**config.mk**
```make
export PLATFORM = sky130hd
export DESIGN_NAME = neuron_sched_ctrl
export DESIGN_NICKNAME = d
export VERILOG_FILES = /design/src/rtl/neuron_sched_ctrl.sv
export SDC_FILE = /design/constraint.sdc
export NUM_CORES = 1
export LEC_CHECK = 0
export ABC_CLOCK_PERIOD_IN_PS = 3700
export CAP_MARGIN = 25
export CORE_ASPECT_RATIO = 0.5
export CORE_UTILIZATION = 37
export DETAILED_ROUTE_END_ITERATION = 12
export GPL_ROUTABILITY_DRIVEN = 0
export PLACE_DENSITY_LB_ADDON = 0.25
export SYNTH_ARGS = -nofsm -noshare
export SYNTH_HDL_FRONTEND = slang
export SYNTH_SLANG_ARGS = --single-unit
```
**constraint.sdc**
```tcl
create_clock -name clk -period 3.7 [get_ports clk]
set_input_delay 0.555 -clock clk [delete_from_list [all_inputs] [get_ports clk]]
set_output_delay 0.555 -clock clk [all_outputs]
set_load 0.02 [all_outputs]
```
**src/rtl/neuron_sched_ctrl.sv**
```systemverilog
// Sweep sequencer for neuron_core and the synapse array: AER events, time-step and
// sample-end sweeps over post-neuron SRAM words, plus single-word SPI access while idle.
module neuron_sched_ctrl #(
  parameter int INPUT_NEURON         = 784,
  parameter int OUTPUT_NEURON        = 256,
  parameter int POST_NEUR_PARALLEL   = 4,
  parameter int PRE_NEUR_ADDR_WIDTH  = 10,
  parameter int POST_NEUR_ADDR_WIDTH = 10,
  parameter int SYN_ARRAY_ADDR_WIDTH = 16,
  parameter int AER_WIDTH            = 12,
  parameter int TIME_STEP            = 8
) (
  input  logic                            clk,
  input  logic                            rst_n,
  input  logic                            i_aer_req,
  input  logic [AER_WIDTH-1:0]            i_aer_addr,
  output logic                            o_aer_ack,
  input  logic                            i_tstep_req,
  input  logic                            i_tref_req,
  input  logic                            i_spi_gate_activity_sync,
  input  logic                            i_spi_rd_req,
  input  logic                            i_spi_wr_req,
  input  logic [POST_NEUR_ADDR_WIDTH-1:0] i_spi_post_neur_addr,
  output logic                            o_spi_done,
  output logic [PRE_NEUR_ADDR_WIDTH-1:0]  o_ctrl_pre_neuron_address,
  output logic [POST_NEUR_ADDR_WIDTH-1:0] o_ctrl_post_neuron_address,
  output logic [SYN_ARRAY_ADDR_WIDTH-1:0] o_ctrl_synarray_addr,
  output logic                            o_ctrl_synarray_cs,
  output logic                            o_ctrl_neur_event,
  output logic                            o_ctrl_tstep_event,
  output logic                            o_ctrl_tref_event,
  output logic                            o_ctrl_pre_neur_cs,
  output logic                            o_ctrl_pre_neur_we,
  output logic                            o_ctrl_post_neur_cs,
  output logic                            o_ctrl_post_neur_we,
  output logic                            o_ctrl_pre_cnt_en,
  output logic                            o_ctrl_wr_neur_event,
  output logic                            o_ctrl_rd_neur_event,
  output logic [$clog2(TIME_STEP)-1:0]    o_tstep_cnt,
  output logic                            o_busy
);

  localparam int W      = OUTPUT_NEURON / POST_NEUR_PARALLEL;
  localparam int WORD_W = $clog2(W);
  localparam int LANE_W = $clog2(POST_NEUR_PARALLEL);
  localparam int TS_W   = $clog2(TIME_STEP);

  typedef enum logic [2:0] {
    S_IDLE, S_PRE_UPD, S_POST_RD, S_POST_WR, S_PRE_CLR, S_ACK_HOLD, S_SPI_RD, S_SPI_WR
  } state_t;

  typedef enum logic [1:0] {OP_AER, OP_TSTEP, OP_TREF} op_t;

  state_t                         r_state, w_next;
  op_t                            r_op, w_op_next;
  logic [WORD_W-1:0]              r_word;
  logic [PRE_NEUR_ADDR_WIDTH-1:0] r_pre;
  logic [PRE_NEUR_ADDR_WIDTH-1:0] r_aer_addr;
  logic [TS_W-1:0]                r_tstep_cnt;
  logic                           r_tstep_pend, r_tref_pend, r_spi_rd_d;
  logic                           w_aer_start, w_tstep_start, w_tref_start;
  logic                           w_last_word, w_last_pre, w_aer_oob;

  assign w_last_word = (r_word == WORD_W'(W - 1));
  assign w_last_pre  = (r_pre == PRE_NEUR_ADDR_WIDTH'(INPUT_NEURON - 1));
  assign w_aer_oob   = (i_aer_addr >= AER_WIDTH'(INPUT_NEURON));
  assign o_tstep_cnt = r_tstep_cnt;
  assign o_busy      = (r_state != S_IDLE);

  // NOTE: sequential state uses non-blocking (<=) so every register samples pre-edge values.
  always_ff @(posedge clk or negedge rst_n) begin
    if (!rst_n) begin
      r_state      <= S_IDLE;
      r_op         <= OP_AER;
      r_word       <= '0;
      r_pre        <= '0;
      r_aer_addr   <= '0;
      r_tstep_cnt  <= '0;
      r_tstep_pend <= 1'b0;
      r_tref_pend  <= 1'b0;
      r_spi_rd_d   <= 1'b0;
    end else begin
      r_state      <= w_next;
      r_op         <= w_op_next;
      r_tref_pend  <= (r_tref_pend & ~w_tref_start) | i_tref_req;
      r_tstep_pend <= (r_tstep_pend & ~w_tstep_start) | i_tstep_req;
      r_spi_rd_d   <= (r_state == S_SPI_RD);
      if (w_aer_start) r_aer_addr <= i_aer_addr[PRE_NEUR_ADDR_WIDTH-1:0];
      if (r_state == S_IDLE)         r_word <= '0;
      else if (r_state == S_POST_WR) r_word <= r_word + 1'b1;
      r_pre <= (r_state == S_PRE_CLR) ? r_pre + 1'b1 : '0;
      if (r_state == S_POST_WR && w_last_word && r_op == OP_TSTEP)
        r_tstep_cnt <= (r_tstep_cnt == TS_W'(TIME_STEP - 1)) ? '0 : r_tstep_cnt + 1'b1;
      else if (r_state == S_PRE_CLR && w_last_pre)
        r_tstep_cnt <= '0;
    end
  end

  // NOTE: every signal written here gets a default first, so no path can infer a latch.
  always_comb begin
    w_next                     = r_state;
    w_op_next                  = r_op;
    w_aer_start                = 1'b0;
    w_tstep_start              = 1'b0;
    w_tref_start               = 1'b0;
    o_aer_ack                  = 1'b0;
    o_spi_done                 = r_spi_rd_d;
    o_ctrl_pre_neuron_address  = '0;
    o_ctrl_post_neuron_address = '0;
    o_ctrl_synarray_addr       = '0;
    o_ctrl_synarray_cs         = 1'b0;
    o_ctrl_neur_event          = 1'b0;
    o_ctrl_tstep_event         = 1'b0;
    o_ctrl_tref_event          = 1'b0;
    o_ctrl_pre_neur_cs         = 1'b0;
    o_ctrl_pre_neur_we         = 1'b0;
    o_ctrl_post_neur_cs        = 1'b0;
    o_ctrl_post_neur_we        = 1'b0;
    o_ctrl_pre_cnt_en          = 1'b0;
    o_ctrl_wr_neur_event       = 1'b0;
    o_ctrl_rd_neur_event       = 1'b0;
    case (r_state)
      S_IDLE: begin
        if (!i_spi_gate_activity_sync) begin
          if (r_tref_pend) begin
            w_next = S_POST_RD; w_op_next = OP_TREF; w_tref_start = 1'b1;
          end else if (r_tstep_pend) begin
            w_next = S_POST_RD; w_op_next = OP_TSTEP; w_tstep_start = 1'b1;
          end else if (i_aer_req) begin
            w_aer_start = 1'b1;
            w_op_next   = OP_AER;
            w_next      = w_aer_oob ? S_ACK_HOLD : S_PRE_UPD;
          end
        end else if (i_spi_wr_req) begin
          w_next = S_SPI_WR;
        end else if (i_spi_rd_req) begin
          w_next = S_SPI_RD;
        end
      end
      S_PRE_UPD: begin
        o_ctrl_pre_neur_cs        = 1'b1;
        o_ctrl_pre_neur_we        = 1'b1;
        o_ctrl_pre_cnt_en         = 1'b1;
        o_ctrl_neur_event         = 1'b1;
        o_ctrl_pre_neuron_address = r_aer_addr;
        w_next                    = S_POST_RD;
      end
      S_POST_RD, S_POST_WR: begin
        o_ctrl_post_neur_cs        = 1'b1;
        o_ctrl_post_neur_we        = (r_state == S_POST_WR);
        o_ctrl_post_neuron_address = POST_NEUR_ADDR_WIDTH'({r_word, {LANE_W{1'b0}}});
        o_ctrl_neur_event          = (r_op == OP_AER);
        o_ctrl_tstep_event         = (r_op == OP_TSTEP);
        o_ctrl_tref_event          = (r_op == OP_TREF);
        if (r_op == OP_AER) begin
          o_ctrl_pre_neuron_address = r_aer_addr;
          o_ctrl_synarray_addr      = SYN_ARRAY_ADDR_WIDTH'({r_aer_addr, r_word});
          o_ctrl_synarray_cs        = (r_state == S_POST_RD);
        end
        if (r_state == S_POST_RD) w_next = S_POST_WR;
        else if (!w_last_word)    w_next = S_POST_RD;
        else if (r_op == OP_AER)  w_next = S_ACK_HOLD;
        else if (r_op == OP_TREF) w_next = S_PRE_CLR;
        else                      w_next = S_IDLE;
      end
      S_PRE_CLR: begin
        o_ctrl_pre_neur_cs        = 1'b1;
        o_ctrl_pre_neur_we        = 1'b1;
        o_ctrl_tref_event         = 1'b1;
        o_ctrl_pre_neuron_address = r_pre;
        if (w_last_pre) w_next = S_IDLE;
      end
      S_ACK_HOLD: begin
        o_aer_ack = 1'b1;
        if (!i_aer_req) w_next = S_IDLE;
      end
      S_SPI_RD: begin
        o_ctrl_post_neur_cs        = 1'b1;
        o_ctrl_rd_neur_event       = 1'b1;
        o_ctrl_post_neuron_address = i_spi_post_neur_addr;
        w_next                     = S_IDLE;
      end
      S_SPI_WR: begin
        o_ctrl_post_neur_cs        = 1'b1;
        o_ctrl_post_neur_we        = 1'b1;
        o_ctrl_wr_neur_event       = 1'b1;
        o_ctrl_post_neuron_address = i_spi_post_neur_addr;
        o_spi_done                 = 1'b1;
        w_next                     = S_IDLE;
      end
      default: w_next = S_IDLE;
    endcase
  end

endmodule

```
==> results of run 1 <==
==> Yosys cell counts (2+ instances only) <==
| cell type | number | share of area, % |
|---|---|---|
| a31oi_1 | 2 | 0.56 |
| a22oi_1 | 2 | 0.67 |
| dfrtp_1 | 37 | 41 |
| nor4_1 | 5 | 1.4 |
| nor4b_1 | 2 | 0.78 |
| o21ai_0 | 13 | 2.9 |
| a21oi_1 | 5 | 1.1 |
| ha_1 | 4 | 2.2 |
| nand4_1 | 3 | 0.84 |
| nor3_1 | 8 | 1.8 |
| or3_1 | 2 | 0.56 |
| or2_2 | 3 | 0.84 |
| mux2i_1 | 7 | 3.1 |
| mux2_2 | 10 | 5.0 |
| and2_1 | 15 | 4.2 |
| nand2_1 | 4 | 0.67 |
| nor2b_1 | 2 | 0.56 |
| xnor2_1 | 4 | 1.6 |
| buf_2 | 2 | 0.45 |
| xor2_1 | 3 | 1.2 |
| nor2_1 | 26 | 4.4 |
| a22o_1 | 15 | 5.9 |
| o22ai_1 | 2 | 0.56 |
| clkbuf_1 | 12 | 2.0 |
| inv_1 | 5 | 0.84 |
| and3_1 | 11 | 3.1 |
| a21o_1 | 3 | 1.0 |
| buf_4 | 2 | 0.67 |
| nand3_1 | 6 | 1.3 |
| nand2b_1 | 5 | 1.4 |
==> flip-flops by register name (all words and copies together), names as in the netlist <==
| signal | flops |
|---|---|
| r_pre | 10 |
| r_tstep_pend | 1 |
| r_state | 3 |
| r_tref_pend | 1 |
| r_op | 2 |
| r_word | 6 |
| o_tstep_cnt | 3 |
| r_spi_rd_d | 1 |
| r_aer_addr | 10 |
==> stage by stage <==
step	cells	hold slack (ns)	setup WS [ns]	total power [mW]	area, um2
final	385	0.494	0.460	1.53	3240
after floorplan	237	0.259	1.44	0.831	2240
after detailed placement	377	0.486	0.803	1.10	3080
after global placement	377	0.478	0.934	1.08	3080
after global routing	385	0.528	0.316	1.62	3240
after CTS	385	0.494	0.492	1.54	3240
==> power groups by stage <==
stage / Clock [mW] / Sequential [mW] / Combinational, mW
finish: 0.435 / 0.535 / 0.563
global placement: 0 / 0.535 / 0.547
global route: 0.461 / 0.545 / 0.614
floorplan: 0 / 0.493 / 0.338
CTS: 0.443 / 0.531 / 0.566
detailed placement: 0 / 0.538 / 0.561
==> layout make-up <==
class,instances,area share [%]
clock buffer,6,4.29
multi-input combinational,176,37.1
inverter,6,0.696
clock inverter,2,0.425
tap,73,2.82
sequential,37,28.6
timing repair buffer,85,26.1
==> critical path, cell delays in order (launching register included) <==
cell	delay, ns
dfrtp_1	0.70
nand2b_1	0.34
nor3_1	0.29
or2_2	0.30
a22o_1	0.17
clkdlybuf4s50_1	0.60
==> cell families after synthesis <==
group | count (synthesis) | share of synthesized area, %
AO/OA/AOI/OAI | 50 | 15.9
XOR/XNOR | 7 | 2.74
adder cells (fa/ha/maj) | 4 | 2.24
buffers and inverters | 24 | 4.87
flip-flops | 37 | 41.4
multiplexers | 17 | 8.17
AND/OR/NAND/NOR | 98 | 24.7
==> worst max-delay path by stage <==
stage,startpoint,to,slack [ns]
6_report,r_state[1],o_ctrl_pre_neuron_address[8],0.46
3_3_place_gp,r_state[1],o_ctrl_pre_neuron_address[1],0.93
3_5_place_dp,r_state[1],o_ctrl_pre_neuron_address[8],0.80
2_1_floorplan,r_state[2],o_ctrl_pre_neuron_address[1],1.44
4_1_cts,r_state[1],o_ctrl_pre_neuron_address[8],0.49
5_1_grt,r_state[1],o_ctrl_pre_neuron_address[9],0.32
==> per-layer routing <==
metal	part of all wire [%]	routed length (um)
met1	45	2810
met2	50	3080
met5	0	0
met4	1.3	80
met3	4.0	248
==> impl_metrics.toml, run 1 <==
[critical_path]
cp.required_ns = 3.14
r2r_slack_ns = 1.72
cp.arrival_ns = 2.68
rr_worst_depth = 4
crit_type = "flop to primary output"
r2r-start = "r_state[1]"
end_kind = "primary output"
startpoint_type = "flop"
r2r_end = "o_tstep_cnt[0]"
crit_fanout = 20

[hold_path]
holdPathStages = 1
worstHoldStart = "r_pre[0]"
worstHoldPathType = "flop to flop"
holdPathEnd = "r_pre[0]"

[logic_synthesis]
syn_inst = 237
synth_ff_type = "dfrtp_1"
synth_edf_count = 0
synth_area_um2 = 2240
synth_warnings = 0
syn_nets = 271
yosys_register_bits = 37
yosys.cell_types.count = 47
syn_avg_cell_area_um2 = 9.43
synth_seq_area_share_pct = 41.4
synth-async-reset-ratio_pct = 100

[floorplan]
fp.coreArea_um2 = 5660
die_w_um = 112
die_y_um = 57.0
initial_core_util_pct = 39.5
ios = 83
die_area_um2 = 6380
num_rows = 19

[drt]
drc = 4
wirelength_mm = 6.22
ant_nets = 0
dr.pass1.iters = 10
wl_per_cell_um = 16.2
drt_iter0_drc = 109
viasPerCell = 5.41
vias = 2084

[timing]
setup_viol = 0
worst_pin_slew_ns = 0.563
finalHoldViolations = 0
relSlewSlack_pct = 62.5
period_needed_ns = 3.24
rsz0062_at_grt = "no"
max_freq_mhz = 309
finalCritPeriodShare_pct = 87.6
finClkSkew_ns = 0.00371
tns_ns = 0
slew_viol_final = 0

[layout]
seqCellArea_um2 = 926
multi_input_area_um2 = 1200
area_delta_synth_final_pct = 44.8
final_core_util_pct = 57.2
fillers = 526
n_antenna_cell = 0
drive_gt1_share_pct = 8.97
nNetsFinal = 345
layout_commonest_cell = "clkdlybuf4s50_1"
final_cell_mix = "clkdlybuf4s50_1 (82), dfrtp_1 (37), nor2_1 (26)"

[status]
outcome = "finished, violations left"
violations = "DRC"

[cts]
cts.clk_slew.worst_paths_ns = 0.06
cts_tree = "yes"
cts_buffers = 5
clockRootBuffer = "clkbuf_16"
h-tree-depth = 2
cts_repair_resize_count = 0
cts_hold_buf = 0
cts_buffer_depth = 2
clock_latency_ns = 0.28
post-cts-setup-buffers = 0
cts.sinks = 37

[global_route]
grt_use_met3_pct = 4.14
grt_pass1_wl_mm = 10.1
overflow = 0
antenna_found_initial = 0
use_met1_pct = 25.5
met2_usage_pct = 35.4
top_usage_layer = "met2"
grt_max_degree = 38
grt_pass1_vias = 2082
grt_usage_pct = 20.3

[power]
pwr-share-seq_pct = 34.9
internal-power_uw = 973
switching_share_pct = 36.5
ir_drop_uv = 297
p_leak_nw = 1.37
clkPwrFrac_pct = 28.4
switchingPower_uw = 559
power_density_nw_per_um2 = 474
pwr-share-comb_pct = 36.7

[placed_design]
portBuffers = 82
dpl.hpwl_mm = 4.53

[run]
maxCapViolCount = 0
(Power assumes the default switching activity.)
==> run 2, diff against run 1 <==
CTS_CLUSTER_DIAMETER = 150   (was not set)
==> results of run 2 <==
Final layout, timing and power as in run 1 (identical DEF).
==> run 3, diff against run 2 <==
CORE_MARGIN = 2   (was not set)
==> run 3 against run 2 <==
Effect of this change:
- the flow now finishes without violations
- routed wire length decreased by 2.0%
- clock power shrank 1%
- design area stayed put
- first-iteration DRC count shrank 17%
- combinational power hardly changed
- register-to-register slack is essentially flat
- clock skew fell by 0.0013 ns
- non-clock buffer count unchanged
- critical path depth unchanged
==> impl_metrics.toml, run 3 (synthesis results as in run 1) <==
[cts]
cts.clk_slew.worst_paths_ns = 0.06
cts_buffer_depth = 2
cts.sinks = 37
cts_buffers = 5
cts_repair_resize_count = 0
cts_hold_buf = 0
clock_latency_ns = 0.28
cts_tree = "yes"
clockRootBuffer = "clkbuf_16"
post-cts-setup-buffers = 0
h-tree-depth = 2

[critical_path]
r2r_slack_ns = 1.71
cp.required_ns = 3.14
startpoint_type = "flop"
end_kind = "primary output"
cp.arrival_ns = 2.63
r2r_end = "o_tstep_cnt[0]"
crit_type = "flop to primary output"
crit_fanout = 20
r2r-start = "r_state[1]"
rr_worst_depth = 4

[power]
power_density_nw_per_um2 = 469
clkPwrFrac_pct = 28.2
report.power.total_mw = 1.52
ir_drop_uv = 351
switching_share_pct = 35.9
internal-power_uw = 974
switchingPower_uw = 545
pwr-share-seq_pct = 34.9
p_leak_nw = 1.37
pwr-share-comb_pct = 36.9

[timing]
tns_ns = 0
fin_hold_ws_ns = 0.497
max_freq_mhz = 314
slew_viol_final = 0
rsz0062_at_grt = "no"
finClkSkew_ns = 0.00245
finalCritPeriodShare_pct = 86.0
finalWorstSetupSlack_ns = 0.517
period_needed_ns = 3.18
setup_viol = 0
finalHoldViolations = 0
worst_pin_slew_ns = 0.561
relSlewSlack_pct = 62.6

[global_route]
grt_pass1_wl_mm = 9.95
grt_max_degree = 38
grt_usage_pct = 18.9
antenna_found_initial = 0
grt_pass1_vias = 2041
overflow = 0

[drt]
viasPerCell = 5.45
dr.pass1.iters = 4
vias = 2097
ant_nets = 0
wl_per_cell_um = 15.8
wirelength_mm = 6.09
drc = 0
drt_iter0_drc = 90

[placed_design]
dpl.hpwl_mm = 4.51
portBuffers = 82
pre_cts_ws_ns = 0.840
postPlaceCellArea_um2 = 3080
placed_cells = 377

[layout]
nNetsFinal = 345
seqCellArea_um2 = 926
reg.largest.list = "r_aer_addr (10), r_pre (10), r_word (6)"
final_cell_mix = "clkdlybuf4s50_1 (82), dfrtp_1 (37), nor2_1 (26)"
instances_no_fill = 385
n_antenna_cell = 0
layout_commonest_cell = "clkdlybuf4s50_1"
area_delta_synth_final_pct = 44.8
fillers = 507
multi_input_area_um2 = 1200
drive_gt1_share_pct = 8.97
finalInstanceArea_um2 = 3240
final_core_util_pct = 57.2

[floorplan]
num_rows = 19
ios = 83
die_w_um = 114
fp.coreArea_um2 = 5660
die_area_um2 = 6720
die_y_um = 59.0
initial_core_util_pct = 39.5

[hold_path]
worstHoldStart = "r_pre[0]"
holdPathEnd = "r_pre[0]"
holdPathStages = 1
worstHoldPathType = "flop to flop"

[run]
maxCapViolCount = 0

[status]
outcome = "completed"
==> run 3: cell counts in the layout (fill, tap and decap cells not counted) <==
No cell type changed its count.
==> run 3: area by class of cell <==
| type | count | area share [%] |
|---|---|---|
| Multi-Input combinational cell | 176 | 37.1 |
| Sequential cell | 37 | 28.6 |
| Timing Repair Buffer | 85 | 26.1 |
| Clock buffer | 6 | 4.29 |
| Tap cell | 73 | 2.82 |
| Inverter | 6 | 0.696 |
| Clock inverter | 2 | 0.425 |
==> run 3: metal layers <==
layer	vias to the layer above	routed length (um)	global-route usage (%)
met2	59	2990	32.5
met4	0	42	4.36
met1	1026	2730	24.9
li1	1007	-	-
met3	5	326	4.40
met5	-	0	0
==> run 3: power by group through the flow <==
stage               logic, mW  registers, mW  clock network (mW)
finish                  0.560          0.530               0.429
global route            0.613          0.540               0.456
CTS                     0.564          0.528               0.436
detailed placement      0.558          0.536                   0
global placement        0.550          0.534                   0
floorplan               0.338          0.493                   0
==> run 3: how the worst max path moves through the flow <==
stage | start | end | slack, ns | depth (start not counted)
final | r_state[1] | o_ctrl_pre_neuron_address[8] | 0.52 | 5
after global routing | r_state[1] | o_ctrl_pre_neuron_address[5] | 0.33 | 5
after CTS | r_state[1] | o_ctrl_pre_neuron_address[8] | 0.53 | 5
after detailed placement | r_state[1] | o_ctrl_pre_neuron_address[8] | 0.84 | 5
after global placement | r_state[1] | o_ctrl_pre_neuron_address[1] | 0.94 | 5
after floorplan | r_state[2] | o_ctrl_pre_neuron_address[1] | 1.44 | 6
==> run 3: worst max-delay path, cell delays in order (launching register included) <==
cell             delay [ns]
dfrtp_1                0.69
nand2b_1               0.31
nor3_1                 0.27
or2_2                  0.30
a22o_1                 0.17
clkdlybuf4s50_1        0.60
